File: src/rtl/logic_seq_arbiter.sv
// Round-robin arbiter sharing one bit-serial logic unit between two
// requesters. Optional parity output under LOGIC_SEQ_PARITY_EN.
//
// Ports:
//   clk, reset_n     clock, async active-low reset
//   req[1:0]         level requests, held until done
//   a0,b0,ctl0       requester 0 operands and op
//   a1,b1,ctl1       requester 1 operands and op
//   grant[1:0]       one-hot, acceptance through the done cycle
//   done[1:0]        one-cycle completion pulse
//   result[W-1:0]    last completed result
//   busy             high while RUN/DONE
//   parity           XOR of result (LOGIC_SEQ_PARITY_EN only)
module logic_seq_arbiter #(
  parameter int W = 8
) (
  input  logic         clk,
  input  logic         reset_n,
  input  logic [1:0]   req,
  input  logic [W-1:0] a0,
  input  logic [W-1:0] b0,
  input  logic [1:0]   ctl0,
  input  logic [W-1:0] a1,
  input  logic [W-1:0] b1,
  input  logic [1:0]   ctl1,
  output logic [1:0]   grant,
  output logic [1:0]   done,
  output logic [W-1:0] result,
`ifdef LOGIC_SEQ_PARITY_EN
  output logic         parity,
`endif
  output logic         busy
);

  localparam int CW = $clog2(W + 1);

  typedef enum logic [1:0] {
    IDLE,
    RUN,
    DONE
  } state_t;

  state_t st, st_n;

  logic [1:0]   grant_n, done_n;
  logic [W-1:0] res_n;
  logic         busy_n;
  logic [W-1:0] a_sr, a_n;
  logic [W-1:0] b_sr, b_n;
  logic [W-1:0] r_sr, r_n;
  logic [W:0]   r_cat;
  logic [1:0]   op, op_n;
  logic         last, last_n;
  logic [CW-1:0] cnt, cnt_n;
  logic         pacc, pacc_n;
  logic         win;
  logic         bit_r;
`ifdef LOGIC_SEQ_PARITY_EN
  logic         par_n;
`endif

  // The shared 1-bit logic unit.
  always_comb begin
    bit_r = 1'b0;
    unique case (op)
      2'd0: bit_r = a_sr[0] & b_sr[0];
      2'd1: bit_r = a_sr[0] | b_sr[0];
      2'd2: bit_r = ~(a_sr[0] | b_sr[0]);
      2'd3: bit_r = a_sr[0] ^ b_sr[0];
      default: bit_r = 1'b0;
    endcase
  end

  // Requester 1 wins alone, or on a tie when 0 was served last.
  assign win = (req == 2'b10) | ((req == 2'b11) & ~last);

  // Concatenation keeps the shift legal for W == 1.
  assign r_cat = {bit_r, r_sr};

  always_comb begin
    st_n    = st;
    grant_n = grant;
    done_n  = 2'b00;
    res_n   = result;
    busy_n  = busy;
    a_n     = a_sr;
    b_n     = b_sr;
    r_n     = r_sr;
    op_n    = op;
    last_n  = last;
    cnt_n   = cnt;
    pacc_n  = pacc;
`ifdef LOGIC_SEQ_PARITY_EN
    par_n   = parity;
`endif
    unique case (st)
      IDLE: begin
        grant_n = 2'b00;
        busy_n  = 1'b0;
        if (|req) begin
          grant_n = win ? 2'b10 : 2'b01;
          last_n  = win;
          a_n     = win ? a1 : a0;
          b_n     = win ? b1 : b0;
          op_n    = win ? ctl1 : ctl0;
          r_n     = '0;
          cnt_n   = '0;
          pacc_n  = 1'b0;
          busy_n  = 1'b1;
          st_n    = RUN;
        end
      end
      RUN: begin
        a_n    = a_sr >> 1;
        b_n    = b_sr >> 1;
        r_n    = r_cat[W:1];
        pacc_n = pacc ^ bit_r;
        cnt_n  = cnt + 1'b1;
        if (cnt == CW'(W - 1)) begin
          st_n = DONE;
        end
      end
      DONE: begin
        // Grant is held into the done cycle; IDLE drops it.
        res_n  = r_sr;
        done_n = grant;
        busy_n = 1'b0;
`ifdef LOGIC_SEQ_PARITY_EN
        par_n  = pacc;
`endif
        st_n   = IDLE;
      end
      default: st_n = IDLE;
    endcase
  end

  always_ff @(posedge clk or negedge reset_n) begin
    if (!reset_n) begin
      st     <= IDLE;
      grant  <= 2'b00;
      done   <= 2'b00;
      result <= '0;
      busy   <= 1'b0;
      a_sr   <= '0;
      b_sr   <= '0;
      r_sr   <= '0;
      op     <= 2'd0;
      last   <= 1'b1;
      cnt    <= '0;
      pacc   <= 1'b0;
`ifdef LOGIC_SEQ_PARITY_EN
      parity <= 1'b0;
`endif
    end else begin
      st     <= st_n;
      grant  <= grant_n;
      done   <= done_n;
      result <= res_n;
      busy   <= busy_n;
      a_sr   <= a_n;
      b_sr   <= b_n;
      r_sr   <= r_n;
      op     <= op_n;
      last   <= last_n;
      cnt    <= cnt_n;
      pacc   <= pacc_n;
`ifdef LOGIC_SEQ_PARITY_EN
      parity <= par_n;
`endif
    end
  end

endmodule

File: config.mk
export PLATFORM = sky130hd
export DESIGN_NAME = logic_seq_arbiter
export DESIGN_NICKNAME = d
export VERILOG_FILES = /design/src/rtl/logic_seq_arbiter.sv
export SDC_FILE = /design/constraint.sdc
export NUM_CORES = 1
export LEC_CHECK = 0
export ABC_AREA = 0
export BUFFER_PORTS_ARGS = -buffer_cell sky130_fd_sc_hd__buf_2
export CAP_MARGIN = 10
export CELL_PAD_IN_SITES_DETAIL_PLACEMENT = 0
export CELL_PAD_IN_SITES_GLOBAL_PLACEMENT = 2
export CORE_MARGIN = 3
export CORE_UTILIZATION = 37
export CTS_BUF_LIST = sky130_fd_sc_hd__clkbuf_4 sky130_fd_sc_hd__clkbuf_8
export DETAILED_ROUTE_END_ITERATION = 7
export PLACE_DENSITY_LB_ADDON = 0.1
export SETUP_SLACK_MARGIN = 0.1
export SKIP_CTS_REPAIR_TIMING = 1
export SLEW_MARGIN = 20
export SYNTH_ARGS = -nofsm -noshare
export SYNTH_HDL_FRONTEND = slang
export SYNTH_SLANG_ARGS = --single-unit
File: constraint.sdc
create_clock -name clk -period 2 [get_ports clk]
set_input_delay 0.1 -clock clk [delete_from_list [all_inputs] [get_ports clk]]
set_output_delay 0.1 -clock clk [all_outputs]
set_load 0.01 [all_outputs]
==> results.json, run 1 <==
{
  "worst_pin_slew_ns": 0.561,
  "seqPwrFrac_pct": 48.3,
  "gp_congestion": 0.731,
  "max_freq_mhz": 715,
  "syn_area_per_cell_um2": 11.2,
  "portBuffers": 52,
  "synth_flop_cell": "dfrtp_1",
  "arrival_ns": 1.56,
  "period_needed_ns": 1.40,
  "drv_cap": 0,
  "setup_tns_ns": 0,
  "synth_top_cells_by_count": "45 x dfrtp_1, 24 x nand2_1, 18 x mux2i_1, 14 x a22oi_1",
  "route.detailed.drc": 0,
  "p_int_mw": 2.04,
  "cp.required_ns": 2.16,
  "ys.warnings.count": 0,
  "io_pins": 53,
  "yosys.area.top_type": "dfrtp_1",
  "ys_types": 29,
  "p_leak_nw": 1.25,
  "ys_seq_elements": 46,
  "powerDensity_nw_per_um2": 1300,
  "yosysSeqAreaShare_pct": 54.7,
  "grt_max_degree": 35,
  "crit_path_end_kind": "flop",
  "grt_pass1_vias": 1659,
  "cts_tree": "done",
  "final_nets": 284,
  "holdWs_ns": 0.0458,
  "core_region_area_um2": 5300,
  "drive_above_1_share_pct": 32.8,
  "synth_top_area_share_pct": 53.5,
  "power_mw": 3.21,
  "grt_pass1_wl_mm": 7.50,
  "crit_fanout": 16,
  "cts_root_buffer": "clkbuf_8",
  "critical_path.startpoint": "st[0]",
  "r2r_setup_slack_ns": 0.60,
  "vdd_drop_max_mv": 0.441,
  "r2r_cells": 4,
  "vias": 1563,
  "p_clk_share_pct": 16.6,
  "final_hold_viol_count": 0,
  "antenna_found_initial": 0,
  "grt_overflow": 0,
  "insertion_delay_ns": 0.29,
  "combinationalPowerShare_pct": 35.1,
  "crit_type": "reg -> reg",
  "grt_usage_pct": 14.7,
  "setup_viol": 0,
  "synthCells": 188,
  "fin_skew_ns": 0.00778,
  "ctsLongestPathBuffers": 2,
  "initial_core_util_pct": 39.7,
  "vias_per_cell": 5.03,
  "synth_area_um2": 2110,
  "final_core_util_pct": 46.7,
  "cp-endpoint": "b_sr[3]",
  "rsz0062_at_grt": "no",
  "synth_edf_count": 0,
  "r2r_end": "b_sr[3]",
  "drt_iter0_drc": 75,
  "htree_num_levels": 2,
  "die-area_um2": 6630,
  "r2r_start": "st[0]",
  "p_sw_mw": 1.17,
  "rows": 26,
  "slew_viol_final": 0,
  "period_share_pct": 70.0,
  "async_flop_share_pct": 100,
  "ant_nets": 0,
  "detail_route.wirelength_mm": 4.38,
  "min_path_type": "in -> reg",
  "first_pass_iters": 4,
  "wl_per_cell_um": 14.1,
  "ys_top_cells_by_area": "dfrtp_1 53%, mux2i_1 8.6%, mux2_2 5.3%",
  "diodes": 0,
  "path_clk_slew_ns": 0.08,
  "netSwitchingFraction_pct": 36.5,
  "cts_buffers": 5,
  "cts_num_sinks": 46,
  "die_w_um": 81.4,
  "dpl.hpwl_mm": 3.18,
  "cp-start-kind": "flop",
  "yosysMostFrequentCell": "dfrtp_1",
  "relSlewSlack_pct": 62.6,
  "area_delta_synth_final_pct": 17.5,
  "die_y_um": 81.4,
  "run_status": "finished, final reports clean",
  "synth_fp_nets": 231
}
-- metal layers --
layer / wire length [µm] / GRT usage [%]
met3: 204 / 2.74
met1: 1910 / 18.1
met4: 49 / 5.07
met2: 2210 / 25.9
met5: 0 / 0
-- critical path: stages (launching register included) --
cell and delay, ns:
dfrtp_1 0.45, nor3_1 0.06, or2_1 0.42, a22oi_1 0.22, o21ai_0 0.11
-- through the flow --
step,cells,setup WS (ns),cell area [µm²]
after floorplan,188,0.768,2110
after global placement,303,0.611,2390
after detailed placement,303,0.580,2390
after CTS,310,0.568,2460
after global routing,311,0.435,2470
final,311,0.601,2470
-- layout by cell type, fill, tap and decap left out, types with 4 or more instances in the layout --
| cell type | instances |
|---|---|
| buf_2 | 52 |
| dfrtp_1 | 45 |
| nand2_1 | 24 |
| mux2i_1 | 18 |
| a22oi_1 | 14 |
| o21ai_1 | 13 |
| nand3_1 | 13 |
| o21ai_0 | 11 |
| mux2_2 | 10 |
| clkbuf_8 | 5 |
| buf_4 | 5 |
| inv_1 | 4 |
| nor2_1 | 4 |
-- cells by family after synthesis --
logic type	after synthesis	synth area share, %
AOI/OAI and AO/OA	45	13.3
DFF	46	54.7
muxes	28	13.9
buffers and inverters	16	5.70
adders and majority gates	3	1.78
and+or+nand+nor	50	10.6
-- power groups by stage --
stage | logic, mW | registers [mW] | clock network (mW)
finish | 1.13 | 1.55 | 0.531
global route | 1.31 | 1.61 | 0.589
CTS | 1.16 | 1.55 | 0.557
detailed placement | 1.16 | 1.57 | 0
global placement | 1.10 | 1.56 | 0
floorplan | 0.864 | 1.55 | 0
-- flip-flops by register name, indices dropped and copies added (netlist names) --
name	cells
a_sr	8
b_sr	8
busy	1
cnt	4
done	2
grant	2
last	1
op	2
r_sr	8
result	8
st	2
-- how the worst min path moves through the flow --
stage                     cells after the start   endpoint  slack (ns)  startpoint
after global routing                          2       last        0.05      req[0]
after global placement                        1  result[4]       -0.07     reset_n
final                                         2       last        0.05      req[0]
after CTS                                     1  result[4]       -0.39     reset_n
after floorplan                               0    a_sr[0]       -0.20     reset_n
after detailed placement                      1  result[4]       -0.06     reset_n
-- area by class of cell --
cell class,count,area (µm²)
repair buffers,58,308
inverters,4,15.0
clock inverters,2,10.0
clock buffers,5,68.8
well taps,70,87.6
fillers,509,2830
flip-flops and latches,46,1150
multi-input cells,126,833
Power figures use the tool's default switching activity.
==> inputs of run 2 (changes only) <==
--- a/config.mk
+++ b/config.mk
@@ -11,7 +11,7 @@
 export CELL_PAD_IN_SITES_DETAIL_PLACEMENT = 0
 export CELL_PAD_IN_SITES_GLOBAL_PLACEMENT = 2
 export CORE_MARGIN = 3
-export CORE_UTILIZATION = 37
+export CORE_UTILIZATION = 31
 export CTS_BUF_LIST = sky130_fd_sc_hd__clkbuf_4 sky130_fd_sc_hd__clkbuf_8
 export DETAILED_ROUTE_END_ITERATION = 7
 export PLACE_DENSITY_LB_ADDON = 0.1
==> constraint.sdc (replaced) <==
create_clock -name clk -period 1.2 [get_ports clk]
set_input_delay 0.06 -clock clk [delete_from_list [all_inputs] [get_ports clk]]
set_output_delay 0.06 -clock clk [all_outputs]
set_load 0.01 [all_outputs]
==> run 2 against run 1 <==
Compared with the run above:
- routed wire length grew 12%
- core utilization shrank 1.3 points
- global-route usage shrank 2.0 points
- clock-buffer cell count grew 1
- the flow now finishes with violations (negative setup slack)
- critical path type unchanged
- design area grew 18%
==> results.json, run 2 (same netlist as run 1, synthesis figures left out) <==
{
  "portBuffers": 52,
  "path_clk_slew_ns": 0.09,
  "antenna_found_initial": 0,
  "grt_overflow": 0,
  "relSlewSlack_pct": 78.3,
  "grt_usage_pct": 12.8,
  "rows": 29,
  "rsz0062_at_grt": "yes",
  "diodes": 0,
  "drv_cap": 0,
  "io_pins": 53,
  "max_freq_mhz": 802,
  "combinationalPowerShare_pct": 43.4,
  "ctsLongestPathBuffers": 2,
  "power_mw": 6.72,
  "die-area_um2": 7820,
  "gp_congestion": 0.702,
  "slew_viol_final": 0,
  "initial_core_util_pct": 32.6,
  "crit_fanout": 16,
  "dp_slack_ns": -0.0959,
  "setup_viol": 26,
  "period_share_pct": 104,
  "cp-start-kind": "flop",
  "area_delta_synth_final_pct": 39.1,
  "wl_per_cell_um": 14.5,
  "worst_pin_slew_ns": 0.326,
  "layout_commonest_cell": "buf_2",
  "htree_num_levels": 2,
  "seqPwrFrac_pct": 39.1,
  "layout_setup_ws_ns": -0.0462,
  "die_w_um": 88.4,
  "cts_num_sinks": 46,
  "drive_above_1_share_pct": 48.3,
  "cts_tree": "done",
  "detail_route.wirelength_mm": 4.92,
  "final_hold_viol_count": 0,
  "p_clk_share_pct": 17.5,
  "first_pass_iters": 4,
  "insertion_delay_ns": 0.29,
  "route.detailed.drc": 0,
  "vias": 1629,
  "grt_pass1_vias": 1651,
  "p_int_mw": 4.38,
  "final_nets": 303,
  "p_leak_nw": 1.43,
  "dpl.hpwl_mm": 3.24,
  "vias_per_cell": 4.82,
  "run_status": "finished with violations",
  "crit_type": "reg -> reg",
  "arrival_ns": 1.44,
  "cts_buffers": 5,
  "die_y_um": 88.4,
  "grt_max_degree": 26,
  "drt_iter0_drc": 73,
  "min_path_type": "in -> reg",
  "grt_pass1_wl_mm": 7.68,
  "cp.required_ns": 1.39,
  "p_sw_mw": 2.34,
  "period_needed_ns": 1.25,
  "fin_skew_ns": 0.00312,
  "netSwitchingFraction_pct": 34.7,
  "nFillCells": 629,
  "layout_common_cells": "52 x buf_2, 43 x dfrtp_1, 24 x nand2_1",
  "cts_root_buffer": "clkbuf_8",
  "violations": "negative setup slack",
  "ant_nets": 0,
  "core_region_area_um2": 6460,
  "crit_path_end_kind": "flop",
  "vdd_drop_max_mv": 0.745,
  "powerDensity_nw_per_um2": 2290
}
[run 2: final cells by class]
type	instances	area [µm²]	share of cell area [%]
inverters	4	15.0	0.513
multi-input cells	126	973	33.2
clock buffers	6	76.3	2.61
repair buffers	77	576	19.6
clock inverters	2	37.5	1.28
flip-flops and latches	46	1150	39.4
well taps	77	96.3	3.29
[run 2: power by group through the flow]
stage               Combinational, mW  Clock [mW]  Sequential [mW]
detailed placement               2.52           0             2.59
CTS                              2.51        1.22             2.56
global placement                 2.45           0             2.56
finish                           2.92        1.18             2.63
global route                     3.21        1.29             2.71
floorplan                        1.52           0             2.58
[run 2: worst max-delay path, stage by stage, from the launching register on]
cell and delay (ns):
dfrtp_2 0.46, or2_4 0.27, buf_12 0.16, a22o_2 0.26
[run 2: through the flow]
stage | std cells | hold slack, ns | area, µm² | TNS (ns) | utilization [%]
after floorplan | 188 | -0.236 | 2130 | -0.266 | -
after global routing | 338 | 0.0438 | 2930 | -1.94 | 45.4
after detailed placement | 324 | 0.0611 | 2590 | -1.12 | 40.1
final | 338 | 0.0204 | 2930 | -0.542 | 45.4
after CTS | 332 | -0.270 | 2700 | -1.52 | 41.8
after global placement | 324 | 0.0564 | 2590 | -0.521 | 40.1
[run 2: path summary, 6_finish.rpt]
check,start,end,slack (ns),depth (start not counted)
min reg2reg,busy,busy,0.49,2
max in group asynchronous,reset_n,last,0.66,3
max reg2reg,st[1],cnt[2],-0.05,3
min,req[0],last,0.02,2
min in group asynchronous,reset_n,result[4],0.27,3
max,st[1],cnt[2],-0.05,3
[run 2: layer usage]
layer  track usage (%)  share of wire (%)
met1              15.8                 44
met2              22.1                 50
met3              2.23                4.5
met4              4.95               0.98
met5                 0                  0
==> inputs of run 3 (changes only) <==
--- a/config.mk
+++ b/config.mk
@@ -15,6 +15,7 @@
 export CTS_BUF_LIST = sky130_fd_sc_hd__clkbuf_4 sky130_fd_sc_hd__clkbuf_8
 export DETAILED_ROUTE_END_ITERATION = 7
 export PLACE_DENSITY_LB_ADDON = 0.1
+export RECOVER_POWER = 25
 export SETUP_SLACK_MARGIN = 0.1
 export SKIP_CTS_REPAIR_TIMING = 1
 export SLEW_MARGIN = 20
==> run 3 against run 2 <==
Compared with the run above:
- the flow still finishes with violations (negative setup slack)
- core utilization down 0.058 points
- routed wire length down 0.16%
- clock skew about the same
- fmax barely moved
- sequential share of layout area rose by 0.051 points
- clock power hardly changed
- non-clock buffer count stayed put
- final cell count did not move
- clock-buffer cell count did not move
- critical endpoint unchanged
==> results.json, run 3 (same netlist as run 1, synthesis figures left out) <==
{
  "detail_route.wirelength_mm": 4.91,
  "max_freq_mhz": 803,
  "route.detailed.drc": 0,
  "drv_cap": 0,
  "die_y_um": 88.4,
  "cp.required_ns": 1.39,
  "cts_tree": "done",
  "grt_usage_pct": 12.8,
  "path_clk_slew_ns": 0.09,
  "area_delta_synth_final_pct": 38.9,
  "insertion_delay_ns": 0.29,
  "slew_viol_final": 0,
  "r2r_setup_slack_ns": -0.05,
  "layout_setup_ws_ns": -0.0461,
  "crit_type": "reg -> reg",
  "grt.met2_usage_pct": 22.1,
  "final_hold_viol_count": 0,
  "r2r_end": "cnt[2]",
  "vias_per_cell": 4.84,
  "initial_core_util_pct": 32.6,
  "hold_path_startpoint": "req[0]",
  "cts_root_buffer": "clkbuf_8",
  "wl_per_cell_um": 14.5,
  "final_nets": 303,
  "r2r_start": "st[1]",
  "final_cell_area_um2": 2930,
  "drive_above_1_share_pct": 47.9,
  "met3_usage_pct": 2.23,
  "rows": 29,
  "crit_path_end_kind": "flop",
  "die-area_um2": 7820,
  "layout_commonest_cell": "buf_2",
  "whs_path_depth": 2,
  "ctsLongestPathBuffers": 2,
  "worst_pin_slew_ns": 0.514,
  "r2r_cells": 3,
  "dpl.hpwl_mm": 3.24,
  "crit_fanout": 16,
  "die_w_um": 88.4,
  "io_pins": 53,
  "drt_iter0_drc": 74,
  "multiInputGateArea_um2": 973,
  "hold_end": "last",
  "antenna_found_initial": 0,
  "run_status": "finished with violations",
  "p_leak_nw": 1.42,
  "relSlewSlack_pct": 65.7,
  "register_area_um2": 1150,
  "portBuffers": 52,
  "period_needed_ns": 1.25,
  "fin_skew_ns": 0.00321,
  "arrival_ns": 1.44,
  "slowest_stage": "dfrtp_2",
  "min_path_type": "in -> reg",
  "vdd_drop_max_mv": 0.746,
  "rsz0062_at_grt": "yes",
  "violations": "negative setup slack",
  "htree_num_levels": 2,
  "period_share_pct": 104,
  "setup_tns_ns": -0.541,
  "final_core_util_pct": 45.3,
  "grt_pass1_vias": 1651,
  "met1_usage_pct": 15.8,
  "cp-start-kind": "flop",
  "core_region_area_um2": 6460,
  "grt_pass1_wl_mm": 7.68,
  "grt_max_degree": 26,
  "layout_common_cells": "51 x buf_2, 43 x dfrtp_1, 24 x nand2_1",
  "diodes": 0,
  "ant_nets": 0,
  "first_pass_iters": 4,
  "vias": 1635,
  "setup_viol": 26,
  "nFillCells": 631,
  "cts_num_sinks": 46,
  "critical_path.startpoint": "st[1]",
  "powerDensity_nw_per_um2": 2300,
  "grt_overflow": 0,
  "gp_congestion": 0.702,
  "path_cells": "or2_4 -> buf_12 -> a22o_2",
  "cts_buffers": 5,
  "dpl-instance-area_um2": 2590,
  "grt-busiest-layer": "met2",
  "critPathMaxStageDelay_ns": 0.46
}
==> run 3: cell count changes in the layout (fill, tap and decap cells not counted), sizes merged <==
cell    change
buf         -2
clkbuf      +2
==> run 3: report_power, final <==
part | internal [mW] | total (mW) | switching [mW] | leakage [nW]
logic | 1.57 | 2.92 | 1.35 | 0.775
registers | 2.17 | 2.63 | 0.455 | 0.594
clock network | 0.645 | 1.18 | 0.532 | 0.0548
total | 4.38 | 6.72 | 2.34 | 1.42
==> run 3: critical path: cells and delay by family, from the launching register on <==
family,cells,cell delay (ns)
buf+inv,1,0.16
flops,1,0.46
compound gates,1,0.26
simple gates,1,0.27
==> run 3: worst max path at each step <==
| stage | slack [ns] | to | cells past startpoint |
|---|---|---|---|
| after floorplan | -0.03 | b_sr[4] | 6 |
| after detailed placement | -0.1 | result[1] | 4 |
| after global placement | -0.06 | result[6] | 4 |
| after global routing | -0.09 | b_sr[1] | 4 |
| after CTS | -0.11 | result[1] | 4 |
| final | -0.05 | cnt[2] | 3 |
==> run 3: per-layer routing <==
layer | up-vias | wire (µm)
met2 | 39 | 2480
met4 | 0 | 48
li1 | 809 | -
met1 | 782 | 2160
met5 | - | 0
met3 | 5 | 219
==> run 3: area by class of cell <==
cell class,instances,share of cell area (%)
Tap cell,77,3.29
Inverter,4,0.513
Multi-Input combinational cell,126,33.3
Timing Repair Buffer,77,19.5
Clock buffer,6,2.61
Clock inverter,2,1.28
Sequential cell,46,39.5
==> run 3: per-stage QoR <==
step,hold WS [ns],cells,power [mW],worst slack (ns)
finish,0.0206,338,6.72,-0.0461
global route,0.0438,338,7.20,-0.0888
CTS,-0.270,332,6.30,-0.111
detailed placement,0.0611,324,5.11,-0.0959
global placement,0.0564,324,5.01,-0.0570
floorplan,-0.236,188,4.10,-0.0316
